### config.mk
export PLATFORM = sky130hd
export DESIGN_NAME = qs_buffer_array
export DESIGN_NICKNAME = d
export VERILOG_FILES = /design/src/rtl/qs_buffer_array.sv
export SDC_FILE = /design/constraint.sdc
export NUM_CORES = 1
export LEC_CHECK = 0
export ABC_AREA = 1
export CAP_MARGIN = 20
export CORE_MARGIN = 2
export CORE_UTILIZATION = 25
export DETAILED_ROUTE_END_ITERATION = 10
export MAX_ROUTING_LAYER = met4
export PLACE_DENSITY = 0.53
export SETUP_SLACK_MARGIN = 0.15
export SYNTH_ARGS = -nofsm -noshare
export SYNTH_HDL_FRONTEND = slang
export SYNTH_SLANG_ARGS = --single-unit
export TNS_END_PERCENT = 5
### constraint.sdc
create_clock -name clk -period 2.6 [get_ports clk]
set_input_delay 0.65 -clock clk [delete_from_list [all_inputs] [get_ports clk]]
set_output_delay 0.65 -clock clk [all_outputs]
set_load 0.05 [all_outputs]
### src/rtl/qs_buffer_array.sv
// qs_buffer_array: FIFO/LIFO word buffer with occupancy flags and burst read FSM.
// Define QS_BUFFER_ERR_FLAGS_EN for sticky overflow/underflow flags.
module qs_buffer_array #(
    parameter int DATA_W = 4,
    parameter int DEPTH  = 8,
    parameter int AW     = $clog2(DEPTH)
) (
    input  logic              clk,
    input  logic              rst_edge,
    input  logic              mode,
    input  logic              wr_en,
    input  logic [DATA_W-1:0] data_in,
    input  logic              rd_en,
    input  logic              rd_burst,
    input  logic [AW:0]       burst_len,
    output logic [DATA_W-1:0] data_out,
    output logic              data_valid,
    output logic              full,
    output logic              empty,
    output logic [AW:0]       count,
    output logic              burst_busy,
    output logic              burst_done,
    output logic              overflow,
    output logic              underflow,
    input  logic              err_clr
);

    typedef enum logic {IDLE, BURST} state_t;

    localparam logic [AW:0]   ONE_C   = 1;
    localparam logic [AW-1:0] ONE_A   = 1;
    localparam logic [AW:0]   DEPTH_C = (AW+1)'(DEPTH);

    state_t            state, state_nxt;
    logic [DATA_W-1:0] mem [DEPTH];
    logic [AW-1:0]     wptr, rptr, top, waddr, raddr;
    logic [AW:0]       rem, rem_nxt, count_nxt;
    logic              mode_q, rd_req, rd_acc, wr_acc, done_nxt;

    assign full       = count == DEPTH_C;
    assign empty      = count == '0;
    assign burst_busy = state == BURST;
    assign top        = count[AW-1:0] - ONE_A;
    assign rd_req     = burst_busy | rd_en;
    assign rd_acc     = rd_req & ~empty;
    assign wr_acc     = wr_en & (~full | rd_acc);

    // A LIFO push+pop overwrites the popped slot in place.
    assign waddr = !mode_q ? wptr : (rd_acc ? top : count[AW-1:0]);
    assign raddr = mode_q ? top : rptr;

    always_comb begin
        count_nxt = count;
        unique case ({wr_acc, rd_acc})
            2'b10:   count_nxt = count + ONE_C;
            2'b01:   count_nxt = count - ONE_C;
            default: count_nxt = count;
        endcase
    end

    always_comb begin
        state_nxt = state;
        rem_nxt   = rem;
        done_nxt  = 1'b0;
        unique case (state)
            IDLE: begin
                if (rd_burst && burst_len != '0) begin
                    state_nxt = BURST;
                    rem_nxt   = burst_len;
                end
            end
            BURST: begin
                if (rd_acc)
                    rem_nxt = rem - ONE_C;
                // Ends on last word, on draining the buffer, or on finding it empty.
                if (empty || (rd_acc && (rem == ONE_C || count_nxt == '0))) begin
                    state_nxt = IDLE;
                    done_nxt  = 1'b1;
                end
            end
            default: state_nxt = IDLE;
        endcase
    end

    always_ff @(posedge clk) begin
        if (rst_edge) begin
            state      <= IDLE;
            rem        <= '0;
            count      <= '0;
            wptr       <= '0;
            rptr       <= '0;
            mode_q     <= 1'b0;
            data_out   <= '0;
            data_valid <= 1'b0;
            burst_done <= 1'b0;
        end else begin
            state      <= state_nxt;
            rem        <= rem_nxt;
            count      <= count_nxt;
            burst_done <= done_nxt;
            data_valid <= rd_acc;
            if (rd_acc)
                data_out <= mem[raddr];
            if (empty && state == IDLE)
                mode_q <= mode;
            if (!mode_q && wr_acc)
                wptr <= wptr + ONE_A;
            if (!mode_q && rd_acc)
                rptr <= rptr + ONE_A;
        end
    end

    always_ff @(posedge clk) begin
        if (wr_acc && !rst_edge)
            mem[waddr] <= data_in;
    end

`ifdef QS_BUFFER_ERR_FLAGS_EN
    always_ff @(posedge clk) begin
        if (rst_edge || err_clr) begin
            overflow  <= 1'b0;
            underflow <= 1'b0;
        end else begin
            if (wr_en && !wr_acc)
                overflow <= 1'b1;
            if (!burst_busy && rd_en && empty)
                underflow <= 1'b1;
        end
    end
`else
    logic unused_err_clr;
    assign unused_err_clr = err_clr;
    assign overflow       = 1'b0;
    assign underflow      = 1'b0;
`endif

endmodule
==> flow_metrics.env, run 1 <==
export IMPL_critPathMaxStageDelay_ps=470
export IMPL_cts_made_buffers=5
export IMPL_design_area_sq_um=3330
export IMPL_synthTopCellsByArea="edfxtp_1 (37%), dfxtp_1 (17%), nor2_1 (7.3%)"
export IMPL_fin_skew_ps=13.3
export IMPL_place_ws_ps=-192
export IMPL_cts_max_level=2
export IMPL_syn_area_sq_um=2630
export IMPL_std_cell_rows=37
export IMPL_vias_per_cell=4.34
export IMPL_dieArea_sq_um=11400
export IMPL_hold_end="data_out[2]"
export IMPL_synth_simple_area_share_pct=20.3
export IMPL_synthAdderAreaFrac_pct=4.09
export IMPL_status="finished, final reports clean"
export IMPL_synth_top_family_by_area="simple AND/OR/NAND/NOR gates"
export IMPL_setup_viol=0
export IMPL_ios=30
export IMPL_grt_pass1_wl_um=9380
export IMPL_routed_wl_um=5820
export IMPL_vias=2071
export IMPL_dp_cells=467
export IMPL_grt_start_max_net_pins=20
export IMPL_reg2reg_from="count[0]"
export IMPL_criticalPathCategory="reg -> reg"
export IMPL_antenna_cells=0
export IMPL_numPortBuffers=26
export IMPL_cts_buffer_depth=2
export IMPL_worstHoldPathCells=2
export IMPL_crit_chain="clkinvlp_4 -> ha_4 -> nand2_4 -> nand3_1 -> buf_4 -> fa_1 -> inv_1 -> nand3_2 -> nand2_1 -> nor2_1 -> nand3_2 -> nand2_1 -> a21oi_1"
export IMPL_insertion_delay_ps=320
export IMPL_relSlewSlack_pct=61.7
export IMPL_layout_setup_ws_ps=274
export IMPL_hold_viol_final=0
export IMPL_hold_buffers=0
export IMPL_syn_avg_cell_area_sq_um=9.03
export IMPL_p_leak_nw=1.32
export IMPL_synth_xor_area_share_pct=1.33
export IMPL_synth_compound_area_share_pct=13.5
export IMPL_r2r_end="burst_busy"
export IMPL_cts_root_buffer="clkbuf_8"
export IMPL_yosysSeqAreaShare_pct=53.3
export IMPL_ys_warn_count=0
export IMPL_synth_top_area_share_pct=36.6
export IMPL_syn_inst=291
export IMPL_nets=363
export IMPL_initial_utilization_pct=25.6
export IMPL_peakVddDrop_mv=0.469
export IMPL_hold_path_class="reg -> reg"
export IMPL_layoutNonFillerInstCount=477
export IMPL_place_hpwl_um=4200
export IMPL_synth_seq_cells=54
export IMPL_timing_final_crit_share_pct=89.5
export IMPL_final_common_cell="nor2_1"
export IMPL_cts_sink_count=54
export IMPL_drive_gt1_share_pct=16.1
export IMPL_powerDensity_nw_per_um2=1220
export IMPL_firstDrtPassIters=4
export IMPL_worst_pin_slew_ps=574
export IMPL_synth_cell_types=33
export IMPL_cp_max_fo=6
export IMPL_synth_area_mux_share_pct=0
export IMPL_end_kind="register"
export IMPL_rsz0062_at_grt="yes"
export IMPL_hp_start="data_out[2]"
export IMPL_drt_initial_drc_count=103
export IMPL_min_period_ps=2330
export IMPL_final_cell_mix="nor2_1 (50), nand2_1 (49), edfxtp_1 (32)"
export IMPL_drc=0
export IMPL_die_x_um=107
export IMPL_cp_slowest_cell="fa_1"
export IMPL_area_growth_pct=26.7
export IMPL_wl_per_cell_um=12.2
export IMPL_cts_tree="done"
export IMPL_clk_pin_slew_ps=110
export IMPL_fmax_mhz=430
export IMPL_grtUsageTotal_pct=11.0
export IMPL_die_y_um=107
export IMPL_drv_cap=0
export IMPL_start_kind="register"
export IMPL_grt_pass1_vias=1938
export IMPL_r2r_cells=13
export IMPL_gp_congestion=0.748
export IMPL_antenna_found_initial=0
export IMPL_ant_nets=0
export IMPL_synth_top_cell_by_area="edfxtp_1"
export IMPL_placed_cell_area_sq_um=3160
export IMPL_core_area_sq_um=10300
export IMPL_overflow=0
export IMPL_maxSlewViolCount=0
export IMPL_worstPathRequired_ps=2800
export IMPL_cp_arrival_ps=2530
export IMPL_r2r_setup_slack_ps=270
==> routing by layer <==
layer	up-vias	GRT usage [%]	share of wire, %
li1	1070	-	-
met1	971	13.4	48
met2	24	17.9	49
met3	6	2.39	2.4
met4	0	3.90	1.4
met5	-	-	0
==> layout make-up <==
class	count	area, sq um
Clock buffer	6	93.8
Clock inverter	2	17.5
Fill cell	1069	6950
Inverter	28	111
Timing Repair Buffer	51	460
Multi-Input combinational cell	200	1070
Sequential cell	54	1410
Tap cell	136	170
==> Yosys cell counts, drive strengths merged <==
library cell / count
inv: 28
clkbuf: 3
a22oi: 1
ha: 7
nor2: 52
nand2: 52
a221oi: 1
a21oi: 16
a31oi: 1
conb: 1
buf: 7
xor2: 4
a211oi: 2
o21ai: 30
nand3: 18
o221ai: 1
o211ai: 9
nor3b: 1
nor3: 2
edfxtp: 32
dfxtp: 22
fa: 1
==> sequential cells by signal (all words and copies together) (netlist names) <==
register and count:
burst_busy 1, mode_q 1, data_out 4, burst_done 1, count 4, mem 32
wptr 3, rptr 3, data_valid 1, rem 4
==> critical path: cells and delay by family (launching register included) <==
family	cells	cell delay (ps)
fa+ha+maj	2	690
simple gates	7	680
flops	1	400
buf+inv	3	380
compound gates	1	50
==> cell families after synthesis <==
kind of cell | Yosys count
compound gates | 61
xor+xnor | 4
fa+ha+maj | 8
buf+inv | 38
flops | 54
other cells | 1
simple gates | 125
==> per-stage QoR <==
step | power (mW) | TNS (ps) | util, % | hold WS (ps)
after floorplan | 2.76 | 0 | - | 444
after global placement | 3.41 | -1490 | 30.8 | 456
after detailed placement | 3.43 | -1850 | 30.8 | 457
after CTS | 4.00 | 0 | 31.9 | 473
after global routing | 4.40 | 0 | 32.4 | 491
final | 4.05 | 0 | 32.4 | 468
==> worst max path at each step <==
stage	end	depth (start not counted)	start
6_report	burst_busy	13	count[0]
3_5_place_dp	burst_busy	16	rd_en
5_1_grt	burst_busy	13	count[0]
4_1_cts	burst_busy	17	rd_en
2_1_floorplan	burst_busy	16	count[1]
3_3_place_gp	burst_busy	16	rd_en
==> repair_timing <==
item | in CTS | in global routing
pin swaps | 0 | 1
setup endpoints to repair | 1 | 36
buffers inserted | 0 | 2
gates resized for setup | 2 | 9
==> power breakdown <==
| group | internal, mW | switching (mW) |
|---|---|---|
| logic | 0.847 | 1.45 |
| registers | 1.07 | 0.141 |
| clock network | 0.254 | 0.291 |
| total | 2.17 | 1.88 |
Note: power is estimated with default switching activity, not from simulation.
==> run 2: changes to the inputs <==
--- a/config.mk
+++ b/config.mk
@@ -11,7 +11,7 @@
 export CORE_UTILIZATION = 25
 export DETAILED_ROUTE_END_ITERATION = 10
 export MAX_ROUTING_LAYER = met4
-export PLACE_DENSITY = 0.53
+export PLACE_DENSITY = 0.54
 export SETUP_SLACK_MARGIN = 0.15
 export SYNTH_ARGS = -nofsm -noshare
 export SYNTH_HDL_FRONTEND = slang
==> constraint.sdc (replaced) <==
create_clock -name clk -period 2.1 [get_ports clk]
set_input_delay 0.525 -clock clk [delete_from_list [all_inputs] [get_ports clk]]
set_output_delay 0.525 -clock clk [all_outputs]
set_load 0.05 [all_outputs]
==> run 2 against run 1 <==
Net effect:
- first-iteration DRC count down 31%
- worst setup slack worse by 220 ps
- cell count increased by 1.0%
- sequential power grew 24%
- sequential share of layout area is 0.75 points lower
- via count grew 2.2%
- clock power rose by 5.7%
- largest cell class unchanged
- highest routed layer unchanged
==> flow_metrics.env, run 2 (same netlist as run 1, synthesis figures left out) <==
export IMPL_status="finished, final reports clean"
export IMPL_clk_pin_slew_ps=100
export IMPL_r2r_cells=16
export IMPL_maxSlewViolCount=0
export IMPL_drt_initial_drc_count=71
export IMPL_cts_sink_count=54
export IMPL_r2r_end="burst_busy"
export IMPL_finalPower_mw=5.17
export IMPL_insertion_delay_ps=300
export IMPL_cts_tree="done"
export IMPL_timing_final_crit_share_pct=97.3
export IMPL_hold_viol_final=0
export IMPL_relSlewSlack_pct=60.9
export IMPL_overflow=0
export IMPL_dieArea_sq_um=11400
export IMPL_numPortBuffers=26
export IMPL_initial_utilization_pct=25.6
export IMPL_antenna_cells=0
export IMPL_worstPathRequired_ps=1570
export IMPL_gp_congestion=0.794
export IMPL_hp_start="rem[3]"
export IMPL_cp_top_family="buffers and inverters"
export IMPL_ios=30
export IMPL_r2r_setup_slack_ps=170
export IMPL_crit_chain="clkdlybuf4s50_1"
export IMPL_hold_end="rem[3]"
export IMPL_die_x_um=107
export IMPL_end_kind="primary output"
export IMPL_worstHoldPathCells=2
export IMPL_nets=368
export IMPL_p_leak_nw=1.34
export IMPL_rsz0062_at_grt="yes"
export IMPL_grt_pass1_vias=2013
export IMPL_final_common_cell="nand2_1"
export IMPL_fin_skew_ps=4.73
export IMPL_powerDensity_nw_per_um2=1510
export IMPL_start_kind="register"
export IMPL_final_setup_tns_ps=0
export IMPL_hold_path_class="reg -> reg"
export IMPL_cts_made_buffers=5
export IMPL_vias=2117
export IMPL_cts_buffer_depth=2
export IMPL_fmax_mhz=490
export IMPL_regMostFlops="mem"
export IMPL_drive_gt1_share_pct=21.7
export IMPL_min_period_ps=2040
export IMPL_setup_viol=0
export IMPL_core_area_sq_um=10300
export IMPL_largest_reg_flops=32
export IMPL_antenna_found_initial=0
export IMPL_drc=0
export IMPL_cts_root_buffer="clkbuf_8"
export IMPL_vias_per_cell=4.39
export IMPL_area_growth_pct=29.8
export IMPL_std_cell_rows=37
export IMPL_criticalPathCategory="reg -> out"
export IMPL_hold_buffers=0
export IMPL_wl_per_cell_um=11.9
export IMPL_place_hpwl_um=4170
export IMPL_die_y_um=107
export IMPL_critPathBufInv=1
export IMPL_drv_cap=0
export IMPL_grt_start_max_net_pins=20
export IMPL_worst_pin_slew_ps=582
export IMPL_peakVddDrop_mv=0.428
export IMPL_final_cell_mix="nand2_1 (47), nor2_1 (45), edfxtp_1 (32)"
export IMPL_routed_wl_um=5740
export IMPL_firstDrtPassIters=4
export IMPL_critPathMaxStageDelay_ps=820
export IMPL_cts_max_level=2
export IMPL_grtUsageTotal_pct=10.9
export IMPL_cp_arrival_ps=1520
export IMPL_reg2reg_from="count[1]"
export IMPL_ant_nets=0
export IMPL_cp_slowest_cell="clkdlybuf4s50_1"
export IMPL_cp_max_fo=6
export IMPL_grt_pass1_wl_um=9420
run 2: cell count changes in the layout (fill, tap and decap cells not counted), moves of 3 or more:
cell,before,now
buf_4,26,31
nor2_1,50,45
nor2_2,1,5
clkdlybuf4s50_1,22,19
dfxtp_1,20,17
inv_1,24,21
inv_4,1,4
run 2: through the flow:
step / hold WS, ps / util [%] / instances / area (sq um) / worst slack (ps)
global placement: 457 / 32.0 / 472 / 3290 / -455
global route: 498 / 33.2 / 482 / 3410 / 2.68
CTS: 472 / 32.9 / 480 / 3380 / 10.2
finish: 471 / 33.2 / 482 / 3410 / 57.3
detailed placement: 457 / 32.0 / 472 / 3290 / -455
floorplan: 444 / - / 292 / 2710 / 122
run 2: layout make-up:
| cell class | instances | area [sq um] |
|---|---|---|
| fill | 1057 | 6870 |
| timing repair buffer | 56 | 505 |
| clock buffer | 6 | 72.6 |
| sequential | 54 | 1420 |
| inverter | 28 | 115 |
| multi-input combinational | 200 | 1120 |
| tap | 136 | 170 |
| clock inverter | 2 | 15.0 |
run 2: metal layers:
layer | part of all wire (%) | routed length [um] | track usage, % | up-vias
li1 | - | - | - | 1088
met1 | 43 | 2470 | 12.0 | 987
met2 | 52 | 2980 | 19.6 | 35
met3 | 3.0 | 174 | 2.08 | 7
met4 | 2.0 | 112 | 3.99 | 0
met5 | 0 | 0 | - | -
run 2: where the power goes:
part | leakage, nW | switching [mW] | internal (mW)
Clock | 0.0374 | 0.340 | 0.236
Combinational | 0.832 | 1.88 | 1.21
Sequential | 0.473 | 0.160 | 1.34
run 2: worst max-delay path by stage:
stage,startpoint,end,slack (ps),cells past startpoint
after floorplan,count[0],mem[3][0],120,9
after global placement,rd_en,mem[2][0],-450,12
after detailed placement,rd_en,mem[4][0],-460,12
after CTS,burst_busy,burst_busy,10,1
after global routing,count[1],count[1],3,1
final,count[3],count[3],60,1
run 2: what timing repair did:
action | in CTS | in global routing
resized for setup | 8 | 6
buffers inserted | 0 | 2
pin swaps | 0 | 1
gates cloned | 0 | 0
endpoints found under the setup margin | 46 | 49
==> run 3: changes to the inputs <==
--- a/config.mk
+++ b/config.mk
@@ -7,7 +7,6 @@
 export LEC_CHECK = 0
 export ABC_AREA = 1
 export CAP_MARGIN = 20
-export CORE_MARGIN = 2
 export CORE_UTILIZATION = 25
 export DETAILED_ROUTE_END_ITERATION = 10
 export MAX_ROUTING_LAYER = met4
==> run 3 against run 2 <==
Net effect:
- cell count increased by 1.5%
- largest cell class unchanged
- critical endpoint is now mem[3][0]
- critical path depth rose by 9
- hold slack worse by 5.7 ps
- maximum frequency grew 3.7%
==> flow_metrics.env, run 3 (same netlist as run 1, synthesis figures left out) <==
export IMPL_status="finished, final reports clean"
export IMPL_cts_sink_count=54
export IMPL_grt_pass1_wl_um=9890
export IMPL_cts_root_buffer="clkbuf_8"
export IMPL_initial_utilization_pct=25.6
export IMPL_critPathMaxStageDelay_ps=380
export IMPL_die_y_um=105
export IMPL_antenna_cells=0
export IMPL_peakVddDrop_mv=0.472
export IMPL_cts_tree="done"
export IMPL_grt_pass1_vias=2008
export IMPL_fin_util_pct=34.7
export IMPL_cp_top_family="flip-flops"
export IMPL_drt_initial_drc_count=102
export IMPL_grt_start_max_net_pins=20
export IMPL_firstDrtPassIters=4
export IMPL_crit_chain="inv_6 -> ha_4 -> buf_6 -> xor2_1 -> nand2_1 -> o21ai_2 -> a22oi_2 -> nand2_2 -> nor2_2 -> buf_6"
export IMPL_placed_cell_area_sq_um=3300
export IMPL_dieArea_sq_um=10900
export IMPL_layout_setup_ws_ps=130
export IMPL_cts_buffer_depth=2
export IMPL_p_sw_share_pct=45.6
export IMPL_relSlewSlack_pct=62.8
export IMPL_wl_per_cell_um=12.2
export IMPL_routed_wl_um=5980
export IMPL_area_growth_pct=35.6
export IMPL_p_leak_nw=1.41
export IMPL_cts_max_level=2
export IMPL_p_comb_share_pct=60.4
export IMPL_maxSlewViolCount=0
export IMPL_grtUsageTotal_pct=11.8
export IMPL_gp_congestion=0.752
export IMPL_ios=30
export IMPL_p_seq_share_pct=26.6
export IMPL_insertion_delay_ps=320
export IMPL_regMostFlops="mem"
export IMPL_drive_gt1_share_pct=27.8
export IMPL_cp_arrival_ps=2010
export IMPL_setup_viol=0
export IMPL_fmax_mhz=508
export IMPL_cts_made_buffers=5
export IMPL_p_switching_mw=2.57
export IMPL_die_x_um=105
export IMPL_place_ws_ps=-487
export IMPL_overflow=0
export IMPL_powerDensity_nw_per_um2=1580
export IMPL_critPathBufInv=3
export IMPL_multi_input_area_sq_um=1190
export IMPL_final_common_cell="nand2_1"
export IMPL_criticalPathCategory="reg -> reg"
export IMPL_min_period_ps=1970
export IMPL_n_fill_cell=1069
export IMPL_drc=0
export IMPL_pwr_share_clk_pct=13.0
export IMPL_start_kind="register"
export IMPL_hold_path_class="reg -> reg"
export IMPL_vias=2142
export IMPL_design_area_sq_um=3570
export IMPL_critPathMostFrequentCell="buf_6"
export IMPL_std_cell_rows=37
export IMPL_ant_nets=0
export IMPL_end_kind="register"
export IMPL_cp_slowest_cell="dfxtp_4"
export IMPL_place_hpwl_um=4390
export IMPL_r2r_setup_slack_ps=130
export IMPL_drv_cap=0
export IMPL_worstPathRequired_ps=2140
export IMPL_vias_per_cell=4.38
export IMPL_antenna_found_initial=0
export IMPL_p_int_mw=3.06
export IMPL_worst_pin_slew_ps=554
export IMPL_nets=375
export IMPL_core_area_sq_um=10300
export IMPL_clk_pin_slew_ps=100
export IMPL_fin_skew_ps=11.2
export IMPL_timing_final_crit_share_pct=93.8
export IMPL_rsz0062_at_grt="yes"
export IMPL_seq_area_sq_um=1420
export IMPL_final_cell_mix="nand2_1 (42), nor2_1 (41), buf_4 (36)"
export IMPL_largest_reg_flops=32
export IMPL_numPortBuffers=26
export IMPL_hold_viol_final=0
export IMPL_cp_max_fo=4
run 3: cell count changes in the layout (fill, tap and decap cells not counted), moves of 3 or more:
cell             previous run  this run
buf_4                      31        36
clkdlybuf4s50_1            19        12
dlygate4sd2_1               2        10
nand2_1                    47        42
nand2_2                     2         7
nor2_1                     45        41
nor2_4                      2         5
run 3: worst paths after layout:
kind / startpoint / endpoint / cells past startpoint
setup / recovery: count[0] / mem[3][0] / 10
hold / removal: data_out[1] / data_out[1] / 2
setup reg to reg: count[0] / mem[3][0] / 10
hold reg to reg: data_out[1] / data_out[1] / 2
run 3: timing repair:
action                                  4_1_cts  5_1_grt
hold buffers                                  0        0
buffers inserted                              0        7
pin swaps                                    11       15
gates resized for setup                      25       22
gates cloned                                  0        0
endpoints found under the hold margin         0        0
endpoints found under the setup margin       45       41
run 3: power by group through the flow:
stage	clock network, mW	registers [mW]	logic [mW]
final	0.733	1.49	3.40
after global routing	0.796	1.52	3.74
after CTS	0.750	1.49	3.15
after detailed placement	0	1.51	3.11
after global placement	0	1.50	3.06
after floorplan	0	1.80	1.78
run 3: cell type report:
type,count,area share (%)
Tap cell,136,4.77
Sequential cell,54,39.7
Clock inverter,3,1.33
Multi-Input combinational cell,200,33.5
Timing Repair Buffer,63,15.4
Inverter,28,3.37
Clock buffer,5,1.93
run 3: routing by layer:
layer	up-vias	GRT usage (%)	wire length, um
met4	0	4.59	98
met1	1003	14.0	2730
li1	1103	-	-
met3	8	1.31	118
met5	-	-	0
met2	28	20.3	3040
run 3: per-stage QoR:
| step | power, mW | setup TNS, ps | instances | hold slack [ps] |
|---|---|---|---|---|
| 2_1_floorplan | 3.58 | 0 | 292 | 444 |
| 3_3_place_gp | 4.57 | -14460 | 474 | 454 |
| 3_5_place_dp | 4.62 | -16330 | 474 | 459 |
| 4_1_cts | 5.39 | 0 | 482 | 471 |
| 5_1_grt | 6.06 | 0 | 489 | 499 |
| 6_report | 5.62 | 0 | 489 | 465 |
run 3: tightest hold or removal path, cell delays in order, from the launching register on:
cell and delay, ps:
dfxtp_1 320, nand2_1 60, a21oi_1 50
